==> src/rtl/instr_fetch_unit.sv <==
// Program counter and instruction fetch stage: fetches over req/ack,
// hands instructions to decode over valid/ready, and selects the next PC.
module instr_fetch_unit #(
    parameter logic [63:0] RESET_PC  = 64'h0,
    parameter int          CNT_WIDTH = 32
) (
    input  logic                 CLK,
    input  logic                 Reset,
    output logic                 InstrReq,
    output logic [63:0]          InstrAddr,
    input  logic                 InstrAck,
    input  logic [31:0]          InstrData,
    output logic                 InstrValid,
    output logic [31:0]          Instr32,
    output logic [63:0]          CurPC,
    input  logic                 DecodeReady,
    input  logic                 Branch,
    input  logic                 Uncondbranch,
    input  logic                 Zero,
    input  logic [63:0]          BusImm,
    output logic [CNT_WIDTH-1:0] RetireCount
);

    typedef enum logic [1:0] {
        S_IDLE,
        S_REQ,
        S_HOLD
    } state_t;

    state_t      state;
    logic [63:0] pc;
    logic        taken;
    logic [63:0] offset;
    logic [63:0] next_pc;

    localparam logic [CNT_WIDTH-1:0] CNT_ONE = {{(CNT_WIDTH-1){1'b0}}, 1'b1};

    // Branch targets are word offsets relative to the held instruction.
    always_comb begin
        taken   = Uncondbranch | (Branch & Zero);
        offset  = taken ? (BusImm << 2) : 64'd4;
        next_pc = CurPC + offset;
    end

    assign InstrAddr = pc;

    always_ff @(posedge CLK) begin
        if (Reset) begin
            state       <= S_IDLE;
            pc          <= RESET_PC;
            InstrReq    <= 1'b0;
            InstrValid  <= 1'b0;
            Instr32     <= 32'h0;
            CurPC       <= RESET_PC;
            RetireCount <= '0;
        end else begin
            unique case (state)
                S_IDLE: begin
                    state    <= S_REQ;
                    InstrReq <= 1'b1;
                end
                S_REQ: begin
                    if (InstrAck) begin
                        Instr32    <= InstrData;
                        CurPC      <= pc;
                        InstrReq   <= 1'b0;
                        InstrValid <= 1'b1;
                        state      <= S_HOLD;
                    end
                end
                S_HOLD: begin
                    if (DecodeReady) begin
                        RetireCount <= RetireCount + CNT_ONE;
                        pc          <= next_pc;
                        InstrValid  <= 1'b0;
                        InstrReq    <= 1'b1;
                        state       <= S_REQ;
                    end
                end
                default: begin
                    state      <= S_IDLE;
                    InstrReq   <= 1'b0;
                    InstrValid <= 1'b0;
                end
            endcase
        end
    end

endmodule

==> config.mk <==
export PLATFORM = sky130hd
export DESIGN_NAME = instr_fetch_unit
export DESIGN_NICKNAME = d
export VERILOG_FILES = /design/src/rtl/instr_fetch_unit.sv
export SDC_FILE = /design/constraint.sdc
export NUM_CORES = 1
export LEC_CHECK = 0
export BUFFER_PORTS_ARGS = -buffer_cell sky130_fd_sc_hd__buf_2
export CAP_MARGIN = 20
export CELL_PAD_IN_SITES_DETAIL_PLACEMENT = 1
export CELL_PAD_IN_SITES_GLOBAL_PLACEMENT = 1
export CORE_MARGIN = 2
export CORE_UTILIZATION = 38
export DETAILED_ROUTE_END_ITERATION = 6
export PLACE_DENSITY = 0.78
export SETUP_SLACK_MARGIN = 0.05
export SYNTH_ARGS = -nofsm -noshare
export SYNTH_HDL_FRONTEND = slang
export SYNTH_SLANG_ARGS = --single-unit
==> constraint.sdc <==
create_clock -name CLK -period 5.2 [get_ports CLK]
set_input_delay 0.78 -clock CLK [delete_from_list [all_inputs] [get_ports CLK]]
set_output_delay 0.78 -clock CLK [all_outputs]
set_load 0.05 [all_outputs]
==> run_results.csv <==
group,metric,value,unit
clock_tree,root_buffer,"clkbuf_16",
yosys,yosysMostFrequentCell,"nand2_1",
floorplanning,die_h,173,um
clock_tree,cts_made_buffers,17,
floorplanning,start_util,38.7,%
clock_tree,insertion_delay,0.46,ns
timing,fin_ws,0.917,ns
final_layout,post-route-util,47.5,%
timing,setup_tns,0,ns
drt,viasPerCell,5.34,
global_route,grt_usage,24.6,%
clock_tree,hold_buffers,0,
setup_path,reg2reg_slack,1.64,ns
final_layout,multiInputGateArea,6550,um2
final_layout,final_cells,2101,
setup_path,rr_worst_depth,11,
yosys,ys_seq_area_share,36.1,%
yosys,synth_cells,1455,
clock_tree,clockBufferDepth,2,
setup_path,r2r-end,"InstrAddr[59]",
clock_tree,cts_resized,0,
timing,rsz0062_at_grt,"false",
timing,tightest_slew,1.05,ns
final_layout,nets,1871,
drt,route.vias.total,11222,
global_route,grt_max_degree,107,
drt,wl_per_cell,17.8,um
timing,finClkSkew,0.0111,ns
global_route,grt-ovfl-total,0,
drt,detail_route.first_pass.iterations,5,
yosys,synth_area_per_cell,7.43,um2
yosys,synth-edff-count,0,
placement,dp_hpwl,27500,um
yosys,synth_area_leaders,"dfxtp_1 (36%), nand2_1 (12%), a21oi_1 (11%)",
yosys,synth_cell_types,60,
placement,dp_cells,2063,
job,maxCapViolCount,0,
yosys,yosys_warnings,0,
timing,hold_viol,0,
power,ir_drop,0.165,mV
timing,min_period,4.28,ns
drt,drt-initial-drc-count,549,
yosys,synth_area,10800,um2
yosys,synth_nets,1621,
setup_path,critPathCaptureType,"register",
final_layout,nFillCells,3627,
yosys,synth_top_area_share,36.1,%
global_route,antenna_found_initial,5,
placement,dp_slack,0.494,ns
power,leakagePower,5.74,nW
setup_path,critPathLaunch,"Branch",
drt,drc,0,
setup_path,critPathKind,"in2reg",
floorplanning,coreArea,27900,um2
drt,routed_wl,37400,um
setup_path,crit_arrival,4.64,ns
yosys,synthArstFlopShare,0,%
power,total_power,3.31,mW
yosys,ys_ff_latch,195,
drt,ant_nets,0,
timing,drv_slew,0,
clock_tree,cts_tree,"yes",
timing,whs,0.454,ns
floorplanning,die-area,29800,um2
final_layout,drive_gt1_share,21.0,%
floorplanning,dieWidth,173,um
clock_tree,cts_setup_buffers,0,
final_layout,syn_to_final_growth,22.5,%
yosys,synth_commonest_cells,"nand2_1 (359), a21oi_1 (239), dfxtp_1 (195)",
timing,finalCritPeriodShare,82.4,%
power,power_density,250,nW/um2
global_route,grt_pass1_wl,60100,um
floorplanning,num_rows,61,
timing,relSlewSlack,29.8,%
final_layout,stdcell_area,13300,um2
global_route,grt_pass1_vias,11300,
min_path,min_path_type,"reg2reg",
setup_path,crit_end,"InstrAddr[59]",
clock_tree,path_clk_slew,0.08,ns
setup_path,cp-start-kind,"input port",
clock_tree,cts.sinks,195,
placement,place_area,12600,um2
placement,io_buffers,294,
setup_path,rr_startpoint,"CurPC[3]",
yosys,synth_top_area_cell,"dfxtp_1",
yosys,synth_ff_type,"dfxtp_1",
setup_path,critical_path.max_fanout,9,
floorplanning,ios,297,
final_layout,seq_area,3900,um2
outcome,run_status,"finished, final reports clean",
timing,finalSetupViolCount,0,
clock_tree,h-tree-depth,4,
placement,place.gp.congestion,0.840,
setup_path,critPathRequiredTime,5.56,ns
timing,timing.fmax,234,MHz
critical path: stages:
cell       delay (ns)
buf_2            0.12
a21oi_4          0.38
nand2b_1         0.22
inv_1            0.06
ha_1             0.27
a21oi_1          0.09
nand4b_1         0.24
a211oi_1         0.50
o21ai_2          0.18
a2111oi_4        0.53
o21ai_2          0.22
a2111oi_2        0.45
o21ai_1          0.17
a21o_1           0.18
a32o_1           0.24
metal layers:
| layer | wire (um) | GRT usage (%) | part of all wire, % |
|---|---|---|---|
| met1 | 17000 | 31.0 | 45 |
| met2 | 18100 | 42.4 | 48 |
| met3 | 1360 | 3.80 | 3.6 |
| met4 | 1050 | 9.25 | 2.8 |
| met5 | 0 | 0 | 0 |
cells in the final DEF, fill, tap and decap left out, types with 29 or more instances in the layout:
cell type / synthesis / final
buf_2: 1 / 293
nor2_1: 85 / 84
o21ai_0: 49 / 49
xor2_1: 33 / 33
a21oi_1: 239 / 238
ha_1: 62 / 62
nor2b_1: 65 / 65
nand2_1: 359 / 358
dfxtp_1: 195 / 195
nand3_1: 29 / 29
xnor2_1: 33 / 33
registers in the layout (all words and copies together), names as in the netlist:
signal / flops
CurPC: 64
RetireCount: 32
InstrAddr: 64
Instr32: 32
InstrValid: 1
state: 2
cell type report:
cell class              instances  area share, %
clock buffers                  18           3.24
inverters                      20          0.566
well taps                     378           3.57
diodes                          5         0.0944
multi-input cells            1158           49.4
flip-flops and latches        195           29.5
repair buffers                313           12.5
clock inverters                14           1.24
power breakdown:
part	internal, mW	switching (mW)	total (mW)	leakage [nW]
clock network	0.688	0.684	1.37	0.284
registers	1.51	0.0145	1.53	1.57
logic	0.125	0.289	0.414	3.88
total	2.33	0.988	3.31	5.74
how the worst min path moves through the flow:
stage,from,to,cells past startpoint
after floorplan,CurPC[0],InstrAddr[0],2
after global placement,Instr32[11],Instr32[11],2
after detailed placement,Instr32[11],Instr32[11],2
after CTS,Instr32[11],Instr32[11],2
after global routing,Instr32[9],Instr32[9],2
final,Instr32[3],Instr32[3],2
logic make-up after synthesis:
logic type      Yosys count  synth area share (%)
compound gates          395                  21.4
fa+ha+maj                63                  7.36
flops                   195                  36.1
buf+inv                 102                  3.65
simple gates            633                  26.1
xor+xnor                 66                  5.34
mux                       1                0.0925
Power figures use the tool's default switching activity.
